==> src/rtl/freq_gen_module.sv <==
// Phase-accumulator square-wave generator with glitch-free retune/stop at toggle boundaries.
// Optional once-per-window tick and rising-edge counter enabled by FREQ_GEN_SEC_TICK_EN.
module freq_gen_module #(
  parameter int unsigned FREQ_BASE = 200_000_000,
  parameter int unsigned WIDTH     = 32
) (
  input  logic             clk_base,
  input  logic             sclr,
  input  logic [WIDTH-1:0] freq_set,
  input  logic             freq_load,
  output logic             ready,
  output logic             clk_out,
  output logic             active,
  output logic             clamp
`ifdef FREQ_GEN_SEC_TICK_EN
  ,
  output logic             sec_tick,
  output logic [WIDTH-1:0] rise_cnt
`endif
);

  localparam int unsigned     FreqMax  = FREQ_BASE / 4;
  localparam int unsigned     AccW     = WIDTH + 2;
  localparam logic [AccW-1:0] BaseAcc  = AccW'(FREQ_BASE);
  localparam logic [WIDTH-1:0] FreqMaxW = WIDTH'(FreqMax);

  typedef enum logic [1:0] {StIdle, StRun, StPend} state_e;

  state_e           state_q, state_d;
  logic [AccW-1:0]  acc_q, acc_d;
  logic [AccW-1:0]  inc_q, inc_d;
  logic [WIDTH-1:0] pend_q, pend_d;
  logic             clk_q, clk_d;
  logic             clamp_q, clamp_d;
  logic             active_q;

  logic             over_max;
  logic [WIDTH-1:0] f_eff;
  logic [AccW-1:0]  sum;
  logic             wrap;
  logic             accept;

  assign over_max = freq_set > FreqMaxW;
  assign f_eff    = over_max ? FreqMaxW : freq_set;
  // acc < FREQ_BASE and inc <= FREQ_BASE/2, so two extra bits rule out overflow.
  assign sum      = acc_q + inc_q;
  assign wrap     = sum >= BaseAcc;
  assign ready    = (state_q != StPend);
  assign accept   = freq_load && ready;

  always_comb begin
    state_d = state_q;
    acc_d   = acc_q;
    inc_d   = inc_q;
    pend_d  = pend_q;
    clk_d   = clk_q;
    clamp_d = clamp_q;

    if (accept) begin
      clamp_d = over_max;
    end

    if (state_q != StIdle) begin
      acc_d = wrap ? (sum - BaseAcc) : sum;
      if (wrap) begin
        clk_d = ~clk_q;
      end
    end

    unique case (state_q)
      StIdle: begin
        clk_d = 1'b0;
        if (accept && (f_eff != '0)) begin
          state_d = StRun;
          inc_d   = {1'b0, f_eff, 1'b0};
          acc_d   = '0;
        end
      end
      StRun: begin
        if (accept) begin
          if ((f_eff == '0) && !clk_q) begin
            // Output already low: stop now and suppress any toggle due this cycle.
            state_d = StIdle;
            clk_d   = 1'b0;
            acc_d   = '0;
            inc_d   = '0;
          end else begin
            pend_d  = f_eff;
            state_d = StPend;
          end
        end
      end
      StPend: begin
        if ((pend_q == '0) && !clk_q) begin
          state_d = StIdle;
          clk_d   = 1'b0;
          acc_d   = '0;
          inc_d   = '0;
        end else if (wrap) begin
          if (pend_q != '0) begin
            inc_d   = {1'b0, pend_q, 1'b0};
            state_d = StRun;
          end else begin
            // Stop on the falling toggle; the rising one keeps us waiting here.
            state_d = StIdle;
            acc_d   = '0;
            inc_d   = '0;
          end
        end
      end
      default: begin
        state_d = StIdle;
        clk_d   = 1'b0;
        acc_d   = '0;
        inc_d   = '0;
      end
    endcase
  end

  always_ff @(posedge clk_base) begin
    if (sclr) begin
      state_q  <= StIdle;
      acc_q    <= '0;
      inc_q    <= '0;
      pend_q   <= '0;
      clk_q    <= 1'b0;
      clamp_q  <= 1'b0;
      active_q <= 1'b0;
    end else begin
      state_q  <= state_d;
      acc_q    <= acc_d;
      inc_q    <= inc_d;
      pend_q   <= pend_d;
      clk_q    <= clk_d;
      clamp_q  <= clamp_d;
      active_q <= (state_d != StIdle);
    end
  end

  assign clk_out = clk_q;
  assign active  = active_q;
  assign clamp   = clamp_q;

`ifdef FREQ_GEN_SEC_TICK_EN
  localparam int unsigned WcntW = (FREQ_BASE > 1) ? $clog2(FREQ_BASE) : 1;

  logic [WcntW-1:0] wcnt_q;
  logic [WIDTH-1:0] ecnt_q;
  logic [WIDTH-1:0] rise_cnt_q;
  logic             wcnt_last;
  logic             rise_evt;
  logic [WIDTH-1:0] ecnt_next;

  assign wcnt_last = (wcnt_q == WcntW'(FREQ_BASE - 1));
  assign rise_evt  = clk_d && !clk_q;
  assign ecnt_next = ecnt_q + WIDTH'(rise_evt);

  always_ff @(posedge clk_base) begin
    if (sclr) begin
      wcnt_q     <= '0;
      ecnt_q     <= '0;
      rise_cnt_q <= '0;
    end else if (wcnt_last) begin
      wcnt_q     <= '0;
      ecnt_q     <= '0;
      rise_cnt_q <= ecnt_next;
    end else begin
      wcnt_q     <= wcnt_q + 1'b1;
      ecnt_q     <= ecnt_next;
    end
  end

  assign sec_tick = wcnt_last;
  assign rise_cnt = rise_cnt_q;
`endif

endmodule

==> config.mk <==
export PLATFORM = sky130hd
export DESIGN_NAME = freq_gen_module
export DESIGN_NICKNAME = d
export VERILOG_FILES = /design/src/rtl/freq_gen_module.sv
export SDC_FILE = /design/constraint.sdc
export NUM_CORES = 1
export LEC_CHECK = 0
export CORE_AREA = 2 2 136 138
export DETAILED_ROUTE_END_ITERATION = 8
export DIE_AREA = 0 0 138 140
export SLEW_MARGIN = 20
export SYNTH_ARGS = -nofsm -noshare
export SYNTH_HDL_FRONTEND = slang
export SYNTH_SLANG_ARGS = --single-unit
export TNS_END_PERCENT = 50
==> constraint.sdc <==
create_clock -name clk_base -period 3.57 [get_ports clk_base]
set_input_delay 0.8925 -clock clk_base [delete_from_list [all_inputs] [get_ports clk_base]]
set_output_delay 0.8925 -clock clk_base [all_outputs]
set_load 0.02 [all_outputs]
# Word-level counts from Yosys, hierarchy flattened

Cells that the tools add are included.

Reductions and logical operators: 14
Order comparisons: 2
Add/subtract/negate cells: 2
Bitwise operators: 2
Multiplexer cells: 30
Equal/unequal tests: 7

Operators by type and width:

| operator                                                             | number |
|---|---|
| two-way mux 34 bit                                                   | 13 |
| case mux 34 bit (3 select lines)                                     | 2 |
| zero test 32 bit                                                     | 2 |
| nonzero test 32 bit                                                  | 2 |
| adder 34 bit                                                         | 1 |
| greater-or-equal comparator 34 x 28 -> 1 bit (second input constant) | 1 |
| subtractor 34 x 28 -> 34 bit (second input constant)                 | 1 |
| two-way mux 33 bit                                                   | 1 |
| greater-than comparator 32 x 26 -> 1 bit (second input constant)     | 1 |
| two-way mux 32 bit                                                   | 1 |
| two-way mux 2 bit                                                    | 5 |
| != test 2 bit (second input constant)                                | 4 |
| two-way mux 1 bit                                                    | 6 |
| case mux 2 bit (3 select lines)                                      | 1 |
| logical AND 1 bit                                                    | 4 |
| AND reduction 4 bit                                                  | 1 |
| nonzero test 2 bit                                                   | 2 |
| != test 3 bit (second input constant)                                | 1 |
| AND reduction 3 bit                                                  | 1 |
| equality test 2 x 1 -> 1 bit (second input constant)                 | 1 |
| equality test 2 bit (second input constant)                          | 1 |
| zero test 2 bit                                                      | 1 |
| inverter 1 bit                                                       | 2 |
| case mux 1 bit (2 select lines)                                      | 1 |
| zero test 1 bit                                                      | 1 |

Register bits after elaboration: 105
Input port bits: 35
Logic and storage cells: 64
Output and inout bits: 4

# Logic depth before layout (Yosys ltp)

Gate-level depths: netlist of the first run.

Depth after elaboration: 8
Depth in mapped cells: 17
Gate-level depth less buffers: 16

# Worst setup path before layout of the first run

Ideal clock, no wire load.

Kind: flip-flop to flip-flop
Start point: register acc_q[1]
End point: register acc_q[31]
Data required time: 3.452 ns
Buffers on the path: 1
Stages on the path, launching flop included: 16
Slack: -0.396 ns
Setup time: 0.118 ns
Arrival: 3.849 ns
Cells stage by stage: dfxtp_1 > ha_1 > inv_1 > fa_1 > nand2b_1 > a211oi_4 > o21ai_1 > a31oi_4 > xor2_1 > or4b_1 > nand2b_4 > o31ai_2 > buf_4 > nor2_1 > or4b_1 > o2111a_1

Word-level cells in the longest chain between the ends: 8
Elaborated cells between the ends (all ways): 12
Classes of those cells: add/sub: 2; order compare: 1; mux: 9

RTL lines:

| item                                                                                                | RTL line | source |
|---|---|---|
| from (decl)                                                                                         | 30       | `logic [AccW-1:0] acc_q, acc_d;` |
| from (signal assigned)                                                                              | 123      | `acc_q <= '0;` |
| from (signal assigned)                                                                              | 131      | `acc_q <= acc_d;` |
| adder 34 bit (*)                                                                                    | 46       | `assign sum = acc_q + inc_q;` |
| subtractor 34 x 28 -> 34 bit / greater-or-equal comparator 34 x 28 -> 1 bit (equally long branches) | 64, 47   |  |
| two-way mux 34 bit                                                                                  | 64       | `acc_d = wrap ? (sum - BaseAcc) : sum;` |
| two-way mux 34 bit                                                                                  | 63       | `if (state_q != StIdle) begin` |
| two-way mux 34 bit                                                                                  | 100      | `if (pend_q != '0) begin` |
| two-way mux 34 bit                                                                                  | 99       | `end else if (wrap) begin` |
| two-way mux 34 bit                                                                                  | 94       | `if ((pend_q == '0) && !clk_q) begin` |
| case mux 34 bit (3 select lines) (*)                                                                | 70       | `unique case (state_q)` |

Every way passes the cells marked *; elsewhere a longest branch is shown, timed or not.
A chain may end at the register's enable or synchronous reset.

# Worst setup path in the final report of the first run

Start point: register inc_q[16]
End point: register acc_q[28]

Word-level cells in the longest chain between the ends: 8
Elaborated cells between the ends (all ways): 12
Classes of those cells: add/sub: 2; order compare: 1; mux: 9

RTL lines:

| item                                                                                                | RTL line | source |
|---|---|---|
| from (decl)                                                                                         | 31       | `logic [AccW-1:0] inc_q, inc_d;` |
| from (signal assigned)                                                                              | 132      | `inc_q <= inc_d;` |
| adder 34 bit (*)                                                                                    | 46       |  |
| subtractor 34 x 28 -> 34 bit / greater-or-equal comparator 34 x 28 -> 1 bit (equally long branches) | 64, 47   |  |
| two-way mux 34 bit                                                                                  | 64       |  |
| two-way mux 34 bit                                                                                  | 63       |  |
| two-way mux 34 bit                                                                                  | 100      |  |
| two-way mux 34 bit                                                                                  | 99       |  |
| two-way mux 34 bit                                                                                  | 94       |  |
| case mux 34 bit (3 select lines) (*)                                                                | 70       |  |

Marked as above.

==> results of run 1 <==
stage by stage:
stage	cell area [sq um]	instances	worst slack, ps
2_1_floorplan	7150	889	-164
3_3_place_gp	9210	1317	-456
3_5_place_dp	9210	1317	-492
4_1_cts	10100	1358	-327
5_1_grt	10800	1365	-498
6_report	10800	1365	-392
Yosys cell counts (16+ instances only):
library cell and instances:
a211oi_1 28, buf_2 17, nor4_1 16, nand2_1 72, clkbuf_1 31, ha_1 37, xnor2_1 20, nand3_1 34
nand2b_1 16, nor3_1 46, dfxtp_1 102, nor2_1 105, xor2_1 20, o21ai_0 44, inv_1 19, a22oi_1 16
a21oi_1 65
report_power, final:
part           switching, mW  total [mW]  internal [mW]
Sequential             0.109        1.35           1.24
Combinational           1.09        2.16           1.06
Clock                  0.453       0.930          0.477
Total                   1.66        4.44           2.78
registers in the layout, summed over array words and instances, names as in the netlist:
name	flops
acc_q	33
inc_q	32
pend_q	32
state_q	2
active	1
clamp	1
clk_out	1
logic make-up after synthesis:
family	synth area share (%)
buffers and inverters	4.51
multiplexers	0.711
XOR/XNOR	4.98
adder cells (fa/ha/maj)	6.86
AND/OR/NAND/NOR	24.3
flip-flops	29.0
AO/OA/AOI/OAI	29.7
what timing repair did:
action | 4_1_cts | 5_1_grt
resized for setup | 66 | 117
hold buffers | 0 | 0
buffers inserted | 18 | 10
endpoints found under the setup margin | 69 | 101
pin swaps | 32 | 49
gates cloned | 7 | 3
how the worst max path moves through the flow:
stage / end / cells after the start
2_1_floorplan: acc_q[17] / 16
3_3_place_gp: inc_q[16] / 13
3_5_place_dp: inc_q[20] / 13
4_1_cts: inc_q[26] / 17
5_1_grt: acc_q[10] / 16
6_report: acc_q[28] / 17
routing by layer:
metal	track usage [%]	share of wire, %	vias up
met5	0	0	-
met4	8.11	2.8	0
met3	2.50	4.1	40
met2	38.9	48	191
met1	31.3	45	3614
li1	-	-	3782
final cells by class:
class	count	share of cell area [%]
Multi-Input combinational cell	714	51.6
Inverter	20	0.698
Tap cell	229	2.66
Clock inverter	6	0.430
Clock buffer	10	2.13
Sequential cell	102	19.1
Timing Repair Buffer	284	23.4
worst register-to-register path, stage by stage, from the launching register on:
cell,delay [ps]
dfxtp_1,390
ha_1,300
a21oi_1,200
buf_4,140
o21ai_0,170
nor2_2,250
a21oi_2,120
buf_4,150
o21a_1,180
or4b_4,560
nand3b_1,260
nor4b_4,310
buf_4,160
o41ai_4,90
o21ai_4,210
buf_6,170
buf_16,150
a211oi_2,40
==> impl_metrics.json, run 1 <==
{
  "power.density_mw_per_mm2": 413,
  "die_h_um": 140,
  "worstSetupPathType": "flop to flop",
  "worstHoldStart": "pend_q[27]",
  "skew_ps": 11.9,
  "p_leak_nw": 4.17,
  "die_x_um": 138,
  "drtIter0Drc": 529,
  "worstMarginPinSlew_ps": 585,
  "final.setup.worst_slack_ps": -392,
  "root_buffer": "clkbuf_16",
  "rows": 49,
  "critPathMaxStageDelay_ps": 560,
  "ioPinCount": 39,
  "grt_pass1_vias": 7500,
  "cts_buffers": 9,
  "path_delay_family": "simple AND/OR/NAND/NOR gates",
  "synthTopCellsByArea": "dfxtp_1, ha_1, nor2_1, a21oi_1, nand2_1",
  "cp-startpoint": "inc_q[16]",
  "dr.pass1.iters": 5,
  "max_freq_mhz": 252,
  "core_sq_mm": 0.0178,
  "worstHoldPathCells": 2,
  "drive_gt1_share_pct": 39.0,
  "routed_via_density": 5.59,
  "cp_slowest_cell": "or4b_4",
  "r2r_slack_ps": -390,
  "cts_tree": "built",
  "start_util_pct": 39.6,
  "cts.clk_slew.worst_paths_ps": 70,
  "fillerInstances": 1554,
  "grt_max_degree": 46,
  "hold_slack_ps": 473,
  "cp-end-kind": "flop",
  "synth_cell_types": 81,
  "antenna_found_initial": 0,
  "synth_top_cell_by_area": "dfxtp_1",
  "crit_fanout": 7,
  "cts_sinks": 102,
  "maxCapViolations": 0,
  "hold_violations": 0,
  "postRouteAntennaNets": 0,
  "synth_area_sq_mm": 0.00704,
  "drc": 0,
  "r2r_cells": 17,
  "layout.area.seq_sq_mm": 0.00205,
  "globalplace.congestion": 0.913,
  "crit_path_start_kind": "flop",
  "synth_warnings": 0,
  "final_cell_mix": "buf_4, dfxtp_1, nor2_1, nand2_1, a21oi_1",
  "power_mw": 4.44,
  "nets": 1204,
  "critPathArrivalTime_ps": 4180,
  "avgSynthCellArea_sq_um": 7.92,
  "crit_top_cell": "buf_4",
  "post-route-period-util_pct": 111,
  "layout_commonest_cell": "buf_4",
  "synth_flop_cell": "dfxtp_1",
  "fin_crit_ps": 3960,
  "syn_to_final_growth_pct": 52.8,
  "ir_drop_v": 0.000271,
  "setup_viol": 69,
  "reg2reg_to": "acc_q[28]",
  "port_buffers": 38,
  "hold_class": "flop to flop",
  "slew_headroom_pct": 61.0,
  "final_util_pct": 60.5,
  "postSynthNetCount": 962,
  "path_buf_inv": 5,
  "grt_pass1_wl_mm": 37.0,
  "post_drt_wl_per_cell_um": 17.4,
  "rsz0062_at_grt": "yes",
  "htreeDepth": 3,
  "grt_usage_pct": 23.3,
  "crit_chain": "ha_1, a21oi_1, buf_4, o21ai_0, nor2_2, a21oi_2, buf_4, o21a_1, or4b_4, nand3b_1, nor4b_4, buf_4, o41ai_4, o21ai_4, buf_6, buf_16, a211oi_2",
  "clk_latency_ps": 350,
  "dieArea_sq_mm": 0.0193,
  "synth_edf_count": 0,
  "netlist_instances": 889,
  "status": "complete, but fails checks",
  "wl_mm": 23.8,
  "worst_ep_required_time_ps": 3790,
  "clk_path_buf_depth": 2,
  "violations": "setup timing",
  "whs_endpoint": "inc_q[28]",
  "routed-via-count": 7627,
  "diodes": 0,
  "yosysSeqAreaShare_pct": 29.0,
  "grt_overflow": 0,
  "r2r_start": "inc_q[16]",
  "async_reset_ff_share_pct": 0,
  "synth_top_area_share_pct": 29.0,
  "setup_tns_ps": -21090,
  "multiInputGateArea_sq_mm": 0.00555,
  "ys_ff_latch": 102,
  "hpwl_mm": 16.6,
  "slew_viol_final": 0
}
(Power assumes the default switching activity.)
==> run 2: changes to the inputs <==
- CORE_AREA: 2 2 136 138 -> 10 10 144 146
- DIE_AREA: 0 0 138 140 -> 0 0 154 156
- SLEW_MARGIN: 20 -> 10
==> impl_metrics.json, run 2 (synthesized netlist as in run 1, its figures left out) <==
{
  "r2r_cells": 20,
  "ioPinCount": 39,
  "root_buffer": "clkbuf_16",
  "postRouteAntennaNets": 0,
  "violations": "setup timing",
  "antenna_found_initial": 0,
  "hold_violations": 0,
  "grt_max_degree": 42,
  "max_freq_mhz": 251,
  "skew_ps": 9.83,
  "p_leak_nw": 4.22,
  "final_cell_mix": "buf_4, dfxtp_1, nor2_1, nand2_1, a21oi_1",
  "rows": 49,
  "die_x_um": 154,
  "worstMarginPinSlew_ps": 1020,
  "power.density_mw_per_mm2": 425,
  "drive_gt1_share_pct": 36.8,
  "post_drt_wl_per_cell_um": 17.6,
  "cts_tree": "built",
  "cts_sinks": 102,
  "rsz0062_at_grt": "yes",
  "critPathArrivalTime_ps": 4240,
  "drtIter0Drc": 467,
  "final_util_pct": 59.3,
  "hpwl_mm": 17.2,
  "fin_cells": 1371,
  "routed-via-count": 7759,
  "clk_latency_ps": 360,
  "hold_slack_ps": 471,
  "dieArea_sq_mm": 0.0240,
  "grt_overflow": 0,
  "maxCapViolations": 0,
  "setup_viol": 69,
  "largestRegisters": "acc_q: 33 flops, inc_q: 32 flops, pend_q: 32 flops",
  "wl_mm": 24.1,
  "nets": 1210,
  "layout_commonest_cell": "buf_4",
  "start_util_pct": 39.5,
  "cts_buffers": 9,
  "setup_tns_ps": -23290,
  "crit_path_start_kind": "flop",
  "grt_pass1_vias": 7369,
  "ir_drop_v": 0.000286,
  "placed_cells": 1317,
  "final.setup.worst_slack_ps": -414,
  "slew_viol_final": 0,
  "syn_to_final_growth_pct": 50.2,
  "routed_via_density": 5.66,
  "fin_crit_ps": 3980,
  "hold_class": "flop to flop",
  "worst_ep_required_time_ps": 3830,
  "clk_path_buf_depth": 2,
  "status": "complete, but fails checks",
  "slew_headroom_pct": 31.9,
  "core_sq_mm": 0.0178,
  "worstSetupPathType": "flop to flop",
  "cts.clk_slew.worst_paths_ps": 70,
  "globalplace.congestion": 0.875,
  "largest_reg_flops": 33,
  "dr.pass1.iters": 5,
  "htreeDepth": 3,
  "post-route-period-util_pct": 112,
  "diodes": 0,
  "cp-end-kind": "flop",
  "grt_usage_pct": 18.7,
  "largest_register": "acc_q",
  "die_h_um": 156,
  "grt_pass1_wl_mm": 37.7,
  "port_buffers": 38,
  "drc": 0,
  "crit_fanout": 7,
  "worstHoldPathCells": 2
}
-- run 2: cell types whose count changed in the layout (fill, tap and decap cells not counted), moves of 4 or more --
cell / before / now
ha_1: 19 / 34
ha_4: 16 / 1
buf_6: 15 / 21
dfxtp_1: 93 / 99
dfxtp_2: 9 / 3
a311oi_1: 3 / 8
a311oi_2: 9 / 4
buf_16: 7 / 3
-- run 2: path summary, 6_finish.rpt --
kind / from / to / slack [ps]
max: acc_q[1] / inc_q[17] / -410
min: pend_q[18] / pend_q[18] / 470
max reg2reg: acc_q[1] / inc_q[17] / -410
min reg2reg: pend_q[18] / pend_q[18] / 470
-- run 2: what timing repair did --
item	CTS	global route
setup endpoints to repair	69	101
setup buffers	23	15
cloned	5	4
hold buffers	0	0
gates resized for setup	70	78
pin swaps	47	33
-- run 2: cell type report --
cell class	instances	area, sq um
fillers	1519	7270
multi-input cells	714	5320
repair buffers	290	2550
flip-flops and latches	102	2050
well taps	229	287
clock buffers	9	225
inverters	20	75.1
clock inverters	7	72.6
-- run 2: worst max-delay path: stages (launching register included) --
cell and delay (ps):
dfxtp_2 350, ha_4 130, inv_2 30, fa_2 330
nand2b_4 170, a211oi_4 310, buf_4 170, buf_6 90
o21ai_4 80, o2bb2ai_4 170, xnor2_2 230, buf_4 160
and3_4 180, a31oi_4 120, buf_6 140, o31a_1 360
a31oi_4 290, buf_6 190, buf_16 140, nor2_1 40
a211oi_1 190
-- run 2: stage by stage --
step / worst slack, ps / area [sq um] / total power [mW]
2_1_floorplan: -164 / 7150 / 2.32
6_report: -414 / 10600 / 4.49
3_5_place_dp: -580 / 9220 / 3.05
5_1_grt: -551 / 10600 / 4.71
3_3_place_gp: -491 / 9220 / 3.04
4_1_cts: -350 / 10100 / 4.30
-- run 2: power by group --
| part | leakage [nW] | internal (mW) | switching [mW] | total (mW) |
|---|---|---|---|---|
| Clock | 0.142 | 0.546 | 0.457 | 1.00 |
| Combinational | 3.24 | 1.06 | 1.11 | 2.17 |
| Sequential | 0.834 | 1.24 | 0.0835 | 1.32 |
-- run 2: per-layer routing --
metal	wire, um	share of wire (%)	vias to the layer above	track usage (%)
li1	-	-	3816	-
met4	484	2.0	0	4.90
met1	11200	46	3695	25.0
met5	0	0	-	0
met3	1170	4.9	34	2.48
met2	11200	47	214	30.9
==> run 3: changes to the inputs <==
- REMOVE_ABC_BUFFERS: not set -> 1
- SKIP_LAST_GASP: not set -> 1
==> impl_metrics.json, run 3 (synthesized netlist as in run 1, its figures left out) <==
{
  "p_int_mw": 2.75,
  "rsz0062_at_grt": "yes",
  "post-route-period-util_pct": 110,
  "postPlaceCellArea_sq_mm": 0.00902,
  "skew_ps": 7.19,
  "reg2reg_to": "acc_q[33]",
  "largestRegisters": "acc_q: 33 flops, inc_q: 32 flops, pend_q: 32 flops",
  "start_util_pct": 39.5,
  "largest_register": "acc_q",
  "die_h_um": 156,
  "post_drt_wl_per_cell_um": 17.0,
  "crit_chain": "ha_1, a21oi_2, o21ai_1, a2bb2oi_4, a21oi_2, a41oi_2, xnor2_1, or4_4, or3_4, o41ai_4, o21ai_4, buf_6, buf_6, a211oi_2",
  "layout_commonest_cell": "buf_4",
  "cp_num_cells": 14,
  "port_buffers": 38,
  "routed-via-count": 7356,
  "cts_sinks": 102,
  "drtIter0Drc": 434,
  "final.setup.worst_slack_ps": -363,
  "worst_ep_required_time_ps": 3840,
  "fillerInstances": 1581,
  "htreeDepth": 3,
  "die_x_um": 154,
  "slew_headroom_pct": 46.5,
  "setup_viol": 69,
  "max_freq_mhz": 254,
  "violations": "setup timing",
  "largest_reg_flops": 33,
  "clk_path_buf_depth": 2,
  "r2r_slack_ps": -360,
  "r2r_start": "inc_q[7]",
  "cts_tree": "built",
  "fin_crit_ps": 3930,
  "met1_length_mm": 10.9,
  "fin_cells": 1337,
  "r2r_cells": 14,
  "cts_buffers": 9,
  "dieArea_sq_mm": 0.0240,
  "slew_viol_final": 0,
  "netSwitchingPower_mw": 1.55,
  "clkPwrFrac_pct": 23.2,
  "hpwl_mm": 16.7,
  "combPwrFrac_pct": 46.0,
  "cts.clk_slew.worst_paths_ps": 70,
  "syn_to_final_growth_pct": 43.7,
  "cp-startpoint": "inc_q[7]",
  "hold_violations": 0,
  "grt_usage_pct": 17.9,
  "rows": 49,
  "core_sq_mm": 0.0178,
  "nets": 1177,
  "drive_gt1_share_pct": 33.4,
  "path_delay_family": "compound AO/OA/AOI/OAI gates",
  "ioPinCount": 39,
  "wl_met2_mm": 10.6,
  "final_cell_mix": "buf_4, dfxtp_1, nor2_1, nand2_1, a21oi_1",
  "wl_mm": 22.7,
  "worstSetupPathType": "flop to flop",
  "cp-end-kind": "flop",
  "routed-wl-met3_um": 769,
  "placed_cells": 1302,
  "cp-endpoint": "acc_q[33]",
  "clk_latency_ps": 350,
  "postRouteAntennaNets": 0,
  "routed_via_density": 5.50,
  "power_mw": 4.30,
  "path_buf_inv": 2,
  "crit_fanout": 5,
  "antenna_found_initial": 0,
  "final_area_sq_mm": 0.0101,
  "grt_pass1_vias": 7051,
  "hold_slack_ps": 471,
  "critPathArrivalTime_ps": 4200,
  "seq_power_share_pct": 30.7,
  "grt_overflow": 0,
  "swShare_pct": 36.1,
  "crit_path_start_kind": "flop",
  "top_layer_used": "met4",
  "critPathMaxStageDelay_ps": 580,
  "hold_class": "flop to flop",
  "cp_slowest_cell": "or4_4",
  "p_leak_nw": 3.98,
  "maxCapViolations": 0,
  "drc": 0,
  "diodes": 0,
  "grt_pass1_wl_mm": 36.2,
  "dr.pass1.iters": 4,
  "power.density_mw_per_mm2": 426,
  "worstMarginPinSlew_ps": 802,
  "root_buffer": "clkbuf_16",
  "ir_drop_v": 0.000331,
  "status": "complete, but fails checks",
  "globalplace.congestion": 0.895,
  "grt_max_degree": 64
}
-- run 3: how the worst min path moves through the flow --
stage,start,to,slack [ps],cells after the start
6_report,pend_q[18],pend_q[18],470,2
5_1_grt,acc_q[8],acc_q[8],500,2
4_1_cts,acc_q[9],acc_q[9],470,2
3_5_place_dp,pend_q[18],pend_q[18],460,2
3_3_place_gp,pend_q[2],pend_q[2],450,2
2_1_floorplan,pend_q[10],pend_q[10],440,2
-- run 3: power by group through the flow --
stage                     combinational, mW  sequential, mW  clock [mW]
after CTS                              1.87            1.32        1.01
after detailed placement               1.67            1.34           0
after global placement                 1.66            1.34           0
after floorplan                       0.935            1.31           0
final                                  1.98            1.32        1.00
after global routing                   2.14            1.33        1.05
-- run 3: layout make-up --
cell class	instances	area, sq um	share of cell area, %
repair buffers	257	2210	21.8
inverters	20	75.1	0.742
multi-input cells	714	5200	51.4
clock buffers	10	239	2.36
well taps	229	287	2.83
flip-flops and latches	102	2050	20.2
clock inverters	5	60.1	0.594
-- run 3: worst min-delay path: cells and delay by family, from the launching register on --
family | cells | cell delay [ps]
AOI/OAI and AO/OA | 1 | 50
DFF | 1 | 320
and+or+nand+nor | 1 | 60
-- run 3: through the flow --
stage          setup slack (ps)  utilization (%)  TNS [ps]
6_report                   -363             56.7    -19510
5_1_grt                    -485             56.7    -30670
4_1_cts                    -303             55.3    -18280
3_5_place_dp               -720             50.6    -54520
3_3_place_gp               -744             50.6    -57850
2_1_floorplan             -2300                -   -114200
-- run 3: repair_timing --
item	in CTS	in global routing
pin swaps	26	15
hold buffers	0	0
cloned	4	1
setup buffers	15	2
endpoints found under the setup margin	101	101
hold endpoints to repair	0	0
gates resized for setup	67	58
-- run 3: metal layers --
| metal | GRT usage [%] | up-vias |
|---|---|---|
| li1 | - | 3730 |
| met1 | 24.1 | 3458 |
| met2 | 29.7 | 143 |
| met3 | 1.96 | 25 |
| met4 | 4.81 | 0 |
| met5 | 0 | - |
